### src/rtl/tlul_adapter_reg_pipe_if.sv
// TL-UL A/D channel bundle (32-bit data, 8-bit source) between a crossbar port
// and a device-side adapter.
interface tlul_adapter_reg_pipe_if;
    // A channel (host -> device)
    logic        a_valid;
    logic [2:0]  a_opcode;
    logic [2:0]  a_param;
    logic [1:0]  a_size;
    logic [7:0]  a_source;
    logic [31:0] a_address;
    logic [3:0]  a_mask;
    logic [31:0] a_data;
    logic        a_user_parity_en;
    logic        a_ready;

    // D channel (device -> host)
    logic        d_valid;
    logic [2:0]  d_opcode;
    logic [2:0]  d_param;
    logic [1:0]  d_size;
    logic [7:0]  d_source;
    logic        d_sink;
    logic [31:0] d_data;
    logic        d_user;
    logic        d_error;
    logic        d_ready;

    modport master (
        output a_valid, a_opcode, a_param, a_size, a_source, a_address,
               a_mask, a_data, a_user_parity_en, d_ready,
        input  a_ready, d_valid, d_opcode, d_param, d_size, d_source,
               d_sink, d_data, d_user, d_error
    );

    modport slave (
        input  a_valid, a_opcode, a_param, a_size, a_source, a_address,
               a_mask, a_data, a_user_parity_en, d_ready,
        output a_ready, d_valid, d_opcode, d_param, d_size, d_source,
               d_sink, d_data, d_user, d_error
    );
endinterface

### src/rtl/tlul_adapter_reg_pipe.sv
// TL-UL device adapter to a single-access register port with a variable-latency
// ack, an ack timeout, and a response FIFO decoupling D-channel backpressure.
module tlul_adapter_reg_pipe #(
    parameter int RegAw         = 8,
    parameter int RegDw         = 32,
    parameter int RspDepth      = 2,
    parameter int TimeoutCycles = 256
) (
    input  logic                   clk_i,
    input  logic                   rst_i,
    tlul_adapter_reg_pipe_if.slave tl,
    output logic                   re_o,
    output logic                   we_o,
    output logic [RegAw-1:0]       addr_o,
    output logic [RegDw-1:0]       wdata_o,
    output logic [RegDw/8-1:0]     be_o,
    input  logic [RegDw-1:0]       rdata_i,
    input  logic                   ack_i,
    input  logic                   error_i,
    output logic                   timeout_o
);

    localparam int TlDw = 32;

    localparam logic [2:0] OpPutFull    = 3'd0;
    localparam logic [2:0] OpPutPartial = 3'd1;
    localparam logic [2:0] OpGet        = 3'd4;
    localparam logic [2:0] OpAccessAck  = 3'd0;
    localparam logic [2:0] OpAccessAckD = 3'd1;

    localparam logic [0:0] StIdle    = 1'b0;
    localparam logic [0:0] StWaitAck = 1'b1;

    localparam int PtrW = (RspDepth > 1) ? $clog2(RspDepth) : 1;
    localparam int CntW = $clog2(RspDepth + 1);
    localparam int TmrW = (TimeoutCycles > 1) ? $clog2(TimeoutCycles) : 1;

    localparam logic [PtrW-1:0] PtrLast   = PtrW'(RspDepth - 1);
    localparam logic [CntW-1:0] CntFull   = CntW'(RspDepth);
    localparam logic [TmrW-1:0] TmrLast   = TmrW'((TimeoutCycles > 0) ? TimeoutCycles - 1 : 0);
    localparam bit              TimeoutEn = (TimeoutCycles != 0);

    if (RegDw != TlDw) begin : g_bad_dw
        $error("tlul_adapter_reg_pipe: RegDw must equal the TL-UL data width (32)");
    end
    if (RspDepth < 1) begin : g_bad_depth
        $error("tlul_adapter_reg_pipe: RspDepth must be at least 1");
    end

    typedef struct packed {
        logic [2:0]      opcode;
        logic [1:0]      size;
        logic [7:0]      source;
        logic [TlDw-1:0] data;
        logic            error;
    } rsp_t;

    // Protocol-level request checks: size/alignment, mask inside the
    // addressed lanes, and full mask for PutFullData.
    function automatic logic tl_req_err(input logic [2:0] op,
                                        input logic [1:0] size,
                                        input logic [1:0] addr_lo,
                                        input logic [3:0] mask);
        logic [3:0] exp_mask;
        logic       align_ok;
        case (size)
            2'd0: begin
                exp_mask = 4'b0001 << addr_lo;
                align_ok = 1'b1;
            end
            2'd1: begin
                exp_mask = addr_lo[1] ? 4'b1100 : 4'b0011;
                align_ok = ~addr_lo[0];
            end
            2'd2: begin
                exp_mask = 4'b1111;
                align_ok = (addr_lo == 2'b00);
            end
            default: begin
                exp_mask = 4'b0000;
                align_ok = 1'b0;
            end
        endcase
        return !align_ok
            || ((mask & ~exp_mask) != 4'b0000)
            || ((op == OpPutFull) && (mask != exp_mask));
    endfunction

    function automatic logic [PtrW-1:0] ptr_inc(input logic [PtrW-1:0] p);
        return (p == PtrLast) ? '0 : p + PtrW'(1);
    endfunction

    logic [0:0]      state_q, state_d;
    logic [TmrW-1:0] tmr_q, tmr_d;
    logic [PtrW-1:0] wptr_q, rptr_q;
    logic [CntW-1:0] count_q;
    rsp_t            mem_q [RspDepth];

    logic            pend_get_q;
    logic [1:0]      pend_size_q;
    logic [7:0]      pend_src_q;

    logic            is_get, is_put, err_int;
    logic            a_ready, a_ack;
    logic            push, pop, fifo_empty, latch_req;
    rsp_t            push_rsp, head_rsp;
    logic            unused_tl;

    assign is_get  = (tl.a_opcode == OpGet);
    assign is_put  = (tl.a_opcode == OpPutFull) || (tl.a_opcode == OpPutPartial);
    assign err_int = tl.a_user_parity_en
                   | tl_req_err(tl.a_opcode, tl.a_size, tl.a_address[1:0], tl.a_mask)
                   | ~(is_get | is_put);

    // Reset gating keeps the A channel closed while the FIFO is being flushed.
    assign a_ready    = !rst_i && (state_q == StIdle) && (count_q < CntFull);
    assign a_ack      = tl.a_valid & a_ready;
    assign tl.a_ready = a_ready;

    assign re_o    = a_ack & ~err_int & is_get;
    assign we_o    = a_ack & ~err_int & is_put;
    assign addr_o  = tl.a_address[RegAw-1:0];
    assign wdata_o = tl.a_data;
    assign be_o    = tl.a_mask;

    assign unused_tl = ^{tl.a_param, tl.a_address};

    always_comb begin
        state_d   = state_q;
        tmr_d     = tmr_q;
        push      = 1'b0;
        push_rsp  = '0;
        latch_req = 1'b0;
        timeout_o = 1'b0;
        case (state_q)
            StIdle: begin
                if (a_ack) begin
                    push_rsp.opcode = is_get ? OpAccessAckD : OpAccessAck;
                    push_rsp.size   = tl.a_size;
                    push_rsp.source = tl.a_source;
                    if (err_int) begin
                        push           = 1'b1;
                        push_rsp.error = 1'b1;
                    end else if (ack_i) begin
                        push           = 1'b1;
                        push_rsp.data  = is_get ? rdata_i : '0;
                        push_rsp.error = error_i;
                    end else begin
                        latch_req = 1'b1;
                        tmr_d     = '0;
                        state_d   = StWaitAck;
                    end
                end
            end
            StWaitAck: begin
                tmr_d           = tmr_q + TmrW'(1);
                push_rsp.opcode = pend_get_q ? OpAccessAckD : OpAccessAck;
                push_rsp.size   = pend_size_q;
                push_rsp.source = pend_src_q;
                // A coincident ack outranks the timeout.
                if (ack_i) begin
                    push           = 1'b1;
                    push_rsp.data  = pend_get_q ? rdata_i : '0;
                    push_rsp.error = error_i;
                    state_d        = StIdle;
                end else if (TimeoutEn && (tmr_q == TmrLast)) begin
                    push           = 1'b1;
                    push_rsp.error = 1'b1;
                    timeout_o      = 1'b1;
                    state_d        = StIdle;
                end
            end
            default: state_d = StIdle;
        endcase
    end

    always_ff @(posedge clk_i or posedge rst_i) begin
        if (rst_i) begin
            state_q <= StIdle;
            tmr_q   <= '0;
        end else begin
            state_q <= state_d;
            tmr_q   <= tmr_d;
        end
    end

    always_ff @(posedge clk_i) begin
        if (latch_req) begin
            pend_get_q  <= is_get;
            pend_size_q <= tl.a_size;
            pend_src_q  <= tl.a_source;
        end
    end

    // Response FIFO; acceptance already reserved the slot, so push never sees full.
    assign fifo_empty = (count_q == '0);
    assign pop        = ~fifo_empty & tl.d_ready;
    assign head_rsp   = mem_q[rptr_q];

    always_ff @(posedge clk_i or posedge rst_i) begin
        if (rst_i) begin
            wptr_q  <= '0;
            rptr_q  <= '0;
            count_q <= '0;
        end else begin
            if (push) wptr_q <= ptr_inc(wptr_q);
            if (pop)  rptr_q <= ptr_inc(rptr_q);
            if (push && !pop)      count_q <= count_q + CntW'(1);
            else if (pop && !push) count_q <= count_q - CntW'(1);
        end
    end

    always_ff @(posedge clk_i) begin
        if (push) mem_q[wptr_q] <= push_rsp;
    end

    assign tl.d_valid  = ~fifo_empty;
    assign tl.d_opcode = head_rsp.opcode;
    assign tl.d_param  = 3'd0;
    assign tl.d_size   = head_rsp.size;
    assign tl.d_source = head_rsp.source;
    assign tl.d_sink   = 1'b0;
    assign tl.d_data   = head_rsp.data;
    assign tl.d_user   = 1'b0;
    assign tl.d_error  = head_rsp.error;

endmodule

### src/flat_wrapper.sv
// flat-port wrapper written by rule: the top's interface ports become plain ports
module tlul_adapter_reg_pipe_flat 
#(
    parameter int RegAw         = 8,
    parameter int RegDw         = 32,
    parameter int RspDepth      = 2,
    parameter int TimeoutCycles = 256
)
  (clk_i, rst_i, re_o, we_o, addr_o, wdata_o, be_o, rdata_i, ack_i, error_i, timeout_o, tl_a_valid, tl_a_opcode, tl_a_param, tl_a_size, tl_a_source, tl_a_address, tl_a_mask, tl_a_data, tl_a_user_parity_en, tl_d_ready, tl_a_ready, tl_d_valid, tl_d_opcode, tl_d_param, tl_d_size, tl_d_source, tl_d_sink, tl_d_data, tl_d_user, tl_d_error);
  tlul_adapter_reg_pipe_if tl_i ();
  input  logic clk_i;
  input  logic rst_i;
  output logic re_o;
  output logic we_o;
  output logic [RegAw-1:0] addr_o;
  output logic [RegDw-1:0] wdata_o;
  output logic [RegDw/8-1:0] be_o;
  input  logic [RegDw-1:0] rdata_i;
  input  logic ack_i;
  input  logic error_i;
  output logic timeout_o;
  input wire logic [$bits(tl_i.a_valid)-1:0] tl_a_valid;
  input wire logic [$bits(tl_i.a_opcode)-1:0] tl_a_opcode;
  input wire logic [$bits(tl_i.a_param)-1:0] tl_a_param;
  input wire logic [$bits(tl_i.a_size)-1:0] tl_a_size;
  input wire logic [$bits(tl_i.a_source)-1:0] tl_a_source;
  input wire logic [$bits(tl_i.a_address)-1:0] tl_a_address;
  input wire logic [$bits(tl_i.a_mask)-1:0] tl_a_mask;
  input wire logic [$bits(tl_i.a_data)-1:0] tl_a_data;
  input wire logic [$bits(tl_i.a_user_parity_en)-1:0] tl_a_user_parity_en;
  input wire logic [$bits(tl_i.d_ready)-1:0] tl_d_ready;
  output wire logic [$bits(tl_i.a_ready)-1:0] tl_a_ready;
  output wire logic [$bits(tl_i.d_valid)-1:0] tl_d_valid;
  output wire logic [$bits(tl_i.d_opcode)-1:0] tl_d_opcode;
  output wire logic [$bits(tl_i.d_param)-1:0] tl_d_param;
  output wire logic [$bits(tl_i.d_size)-1:0] tl_d_size;
  output wire logic [$bits(tl_i.d_source)-1:0] tl_d_source;
  output wire logic [$bits(tl_i.d_sink)-1:0] tl_d_sink;
  output wire logic [$bits(tl_i.d_data)-1:0] tl_d_data;
  output wire logic [$bits(tl_i.d_user)-1:0] tl_d_user;
  output wire logic [$bits(tl_i.d_error)-1:0] tl_d_error;
  assign tl_i.a_valid = tl_a_valid;
  assign tl_i.a_opcode = tl_a_opcode;
  assign tl_i.a_param = tl_a_param;
  assign tl_i.a_size = tl_a_size;
  assign tl_i.a_source = tl_a_source;
  assign tl_i.a_address = tl_a_address;
  assign tl_i.a_mask = tl_a_mask;
  assign tl_i.a_data = tl_a_data;
  assign tl_i.a_user_parity_en = tl_a_user_parity_en;
  assign tl_i.d_ready = tl_d_ready;
  assign tl_a_ready = tl_i.a_ready;
  assign tl_d_valid = tl_i.d_valid;
  assign tl_d_opcode = tl_i.d_opcode;
  assign tl_d_param = tl_i.d_param;
  assign tl_d_size = tl_i.d_size;
  assign tl_d_source = tl_i.d_source;
  assign tl_d_sink = tl_i.d_sink;
  assign tl_d_data = tl_i.d_data;
  assign tl_d_user = tl_i.d_user;
  assign tl_d_error = tl_i.d_error;
  tlul_adapter_reg_pipe #(.RegAw(RegAw), .RegDw(RegDw), .RspDepth(RspDepth), .TimeoutCycles(TimeoutCycles)) u_core (.clk_i(clk_i), .rst_i(rst_i), .tl(tl_i), .re_o(re_o), .we_o(we_o), .addr_o(addr_o), .wdata_o(wdata_o), .be_o(be_o), .rdata_i(rdata_i), .ack_i(ack_i), .error_i(error_i), .timeout_o(timeout_o));
endmodule
### config.mk
export PLATFORM = sky130hd
export DESIGN_NAME = tlul_adapter_reg_pipe_flat
export DESIGN_NICKNAME = d
export VERILOG_FILES = /design/src/rtl/tlul_adapter_reg_pipe_if.sv /design/src/rtl/tlul_adapter_reg_pipe.sv /design/src/flat_wrapper.sv
export SDC_FILE = /design/constraint.sdc
export NUM_CORES = 1
export LEC_CHECK = 0
export CAP_MARGIN = 20
export CORE_MARGIN = 2
export CORE_UTILIZATION = 27
export DETAILED_ROUTE_END_ITERATION = 8
export HOLD_SLACK_MARGIN = 0.05
export PLACE_DENSITY = 0.55
export SLEW_MARGIN = 10
export SYNTH_ARGS = -nofsm -noshare
export SYNTH_HDL_FRONTEND = slang
export SYNTH_SLANG_ARGS = --single-unit
### constraint.sdc
create_clock -name clk_i -period 5 [get_ports clk_i]
set_input_delay 0.75 -clock clk_i [delete_from_list [all_inputs] [get_ports clk_i]]
set_output_delay 0.75 -clock clk_i [all_outputs]
set_load 0.02 [all_outputs]
==> metrics <==
number of flops mapped to enable cells by yosys=99; Setup crit start=tl_a_size[0]; Die H=approximately 140 um; layout cells sized above 1=0.169; Most used DFF post-synth=edfxtp_1; Post-DP HPWL=7290 um; Setup crit end=we_o; Critical Path AT=between 3 and 4 ns; gpl congestion=just over 0.7; status=completed; core footprint=18600 um2; clock root buffer=clkbuf_16; Lkg Pwr=around 0.0023 uW; total number of vias=slightly below 3000; grt total ovfl=0; DR pass1 iterations=4; synth-to-layout area growth=28.7%; MaxCap Viol Count=0; worst slew pin tran=around 0.81 ns; Setup Buffers After CTS=0; Reg2Reg Depth=7; Clock Sinks=approximately 110; power per cell area=453 nW/um2; Max VDD drop=between 100 and 150 uV; Worst Setup End Kind=output pin; DR vias/cell=between 4 and 5; Hold Path Class=reg2reg; R2R Path End=u_core.mem_q[0][26]$_DFFE_PP_; DRC viols=0; final core occ=0.352; cell count after synthesis=about 360; initial antenna violation count=0; CTS resizes=0; Post-DRT Antenna Nets=0; number of global-route vias before repair=~3000; Total Neg Setup Slack=0 ns; reg-to-reg slack, setup=between 1.5 and 2 ns; clock latency on the worst-skew pair=~0.35 ns; Yosys reg bits=around 110; CTS tree=built; Total Wirelength=about 11000 um; WS Path Type=in2out; Synth Cell Area=5100 um2; synth unique cells=38; area leader, netlist=edfxtp_1; RR Startpoint=u_core.state_q$_DFF_PP0_; Critical Path Source Type=primary input; Nets=roughly 560; num ports=roughly 220; highest clock rate=approximately 220 MHz; Final setup viols=0; DR iter-0 viols=roughly 150; total die area=approximately 20000 um2; initial core utilization=0.273; Tot GR Track Use=0.106; Worst-path clk slew=roughly 0.070 ns; Slew headroom=0.460; synth warn=0; unrepaired setup endpoints after global routing=no; Port-buffer cells=roughly 110; cell row count=50; Fin. Hold Viols=0; sequential share of the synthesized area=0.647; Period minus WS final=4.49 ns; H-tree levels=3; pin count of the biggest net entering global routing=46; crit-path max FO=7; Placed Area=roughly 6200 um2; area share of the largest cell type after synthesis=0.583; Final Cycle Share=0.898; Die Wd=around 140 um; fin area=roughly 6600 um2; # diodes=0; clk_skew=approximately 0.0070 ns; Mapped Avg Cell Area=~14 um2; first-pass GRT wire length=around 16000 um; async set-or-reset flop fraction in the synthesized netlist=0.116; WL per Instance=approximately 16 um; hold-fix buffer count after cts=0; cts bufs inserted=9; CTS max path bufs=2; Critical Path RT=~4.3 ns; Slew Limit Fails=0; top cells by area, synth=edfxtp_1 58%, mux2_2 9.7%, buf_4 7.5%
[cell usage after synthesis (5+ instances only)]
library cell,instances
mux2_2,44
nor2_1,6
clkbuf_1,8
ha_1,6
nor3_1,5
a22o_1,11
dfrtp_1,13
o21ai_0,11
and2_1,34
buf_4,51
edfxtp_1,99
nand3_1,6
nand2_1,19
[critical path, stage by stage]
cell	delay (ns)
clkdlybuf4s50_1	0.60
nor2_1	0.10
nor2_1	0.08
o21ai_0	0.09
ha_1	0.20
or4_4	0.55
nor3_1	0.14
o2111a_1	0.28
nand2_1	0.09
nor3_1	0.18
clkdlybuf4s50_1	0.66
[final cells by class]
| cell class | count | area, um2 |
|---|---|---|
| clock buffers | 9 | 225 |
| clock inverters | 7 | 143 |
| fillers | 1764 | 12100 |
| inverters | 4 | 15.0 |
| multi-input cells | 182 | 1380 |
| flip-flops and latches | 112 | 3300 |
| well taps | 234 | 293 |
| repair buffers | 117 | 1200 |
[routing by layer]
| metal | routed length [um] | part of all wire | global-route usage |
|---|---|---|---|
| met1 | 4580 | 0.43 | 0.122 |
| met2 | 5040 | 0.47 | 0.176 |
| met3 | 673 | 0.063 | 0.0260 |
| met4 | 418 | 0.039 | 0.0684 |
| met5 | 0 | 0 | 0 |
[worst min path at each step]
stage / start / end / slack (ns) / depth (start not counted)
floorplan: u_core.tmr_q[7]$_DFFE_PP0P_ / u_core.tmr_q[7]$_DFFE_PP0P_ / 0.45 / 1
global placement: u_core.count_q[1]$_DFFE_PP0P_ / u_core.count_q[1]$_DFFE_PP0P_ / 0.48 / 1
detailed placement: u_core.count_q[1]$_DFFE_PP0P_ / u_core.count_q[1]$_DFFE_PP0P_ / 0.48 / 1
CTS: u_core.count_q[1]$_DFFE_PP0P_ / u_core.count_q[1]$_DFFE_PP0P_ / 0.49 / 1
global route: u_core.count_q[1]$_DFFE_PP0P_ / u_core.count_q[1]$_DFFE_PP0P_ / 0.51 / 1
finish: u_core.count_q[1]$_DFFE_PP0P_ / u_core.count_q[1]$_DFFE_PP0P_ / 0.49 / 1
[cells by family (layout without fill, tap and decap cells)]
kind of cell | Yosys count | after routing | share of synthesized area
flops | 112 | 112 | 0.647
simple gates | 85 | 85 | 0.0950
buf+inv | 67 | 137 | 0.0876
mux | 45 | 45 | 0.0992
compound gates | 33 | 33 | 0.0454
fa+ha+maj | 6 | 6 | 0.0147
xor+xnor | 6 | 6 | 0.0103
other cells | 1 | 7 | 0.000736
[state kept, by name, indices dropped and copies added, names as in the netlist]
register / cells
u_core.pend_size_q: 2
u_core.pend_get_q: 1
u_core.mem_q: 88
u_core.pend_src_q: 8
u_core.tmr_q: 8
u_core.wptr_q: 1
u_core.state_q: 1
u_core.count_q: 2
u_core.rptr_q: 1
[per-stage QoR]
stage          std cells  setup WS [ns]  power, uW  hold slack (ns)
6_report             665          0.509       2980            0.491
5_1_grt              665          0.281       3110            0.511
4_1_cts              664          0.478       3000            0.493
3_5_place_dp         648          0.492       2120            0.480
3_3_place_gp         648          0.537       2110            0.475
2_1_floorplan        361          0.490       1770            0.452
[where the power goes]
group	total (uW)	internal [uW]	switching, uW
sequential	1210	1130	85.3
clock	868	542	326
combinational	896	474	422
total	2980	2140	833
[layout by cell type (no fill, tap or decap), drive strengths merged]
master         synthesis  routed
a21boi                 2       2
or2                    2       2
or3                    1       1
mux2                  44      44
nor3b                  1       1
a21oi                  4       4
o22ai                  1       1
xnor2                  2       2
clkinv                 0       2
o21ai                 11      11
clkdlybuf4s50          0     112
ha                     6       6
nand2b                 1       1
nand3                  6       6
nand2                 19      19
buf                   52       5
o31ai                  1       1
xor2                   4       4
nor4b                  1       1
or4                    1       1
nor2b                  2       2
nand4                  4       4
nor3                   5       5
mux2i                  1       1
a22o                  11      11
dfrtp                 13      13
and3b                  1       1
bufinv                 0       4
nand4b                 1       1
o2111a                 1       1
o211ai                 1       1
clkbuf                11       9
nor2                   6       6
inv                    4       5
a2bb2oi                1       1
conb                   1       7
edfxtp                99      99
and2                  34      34
Power figures use the tool's default switching activity.
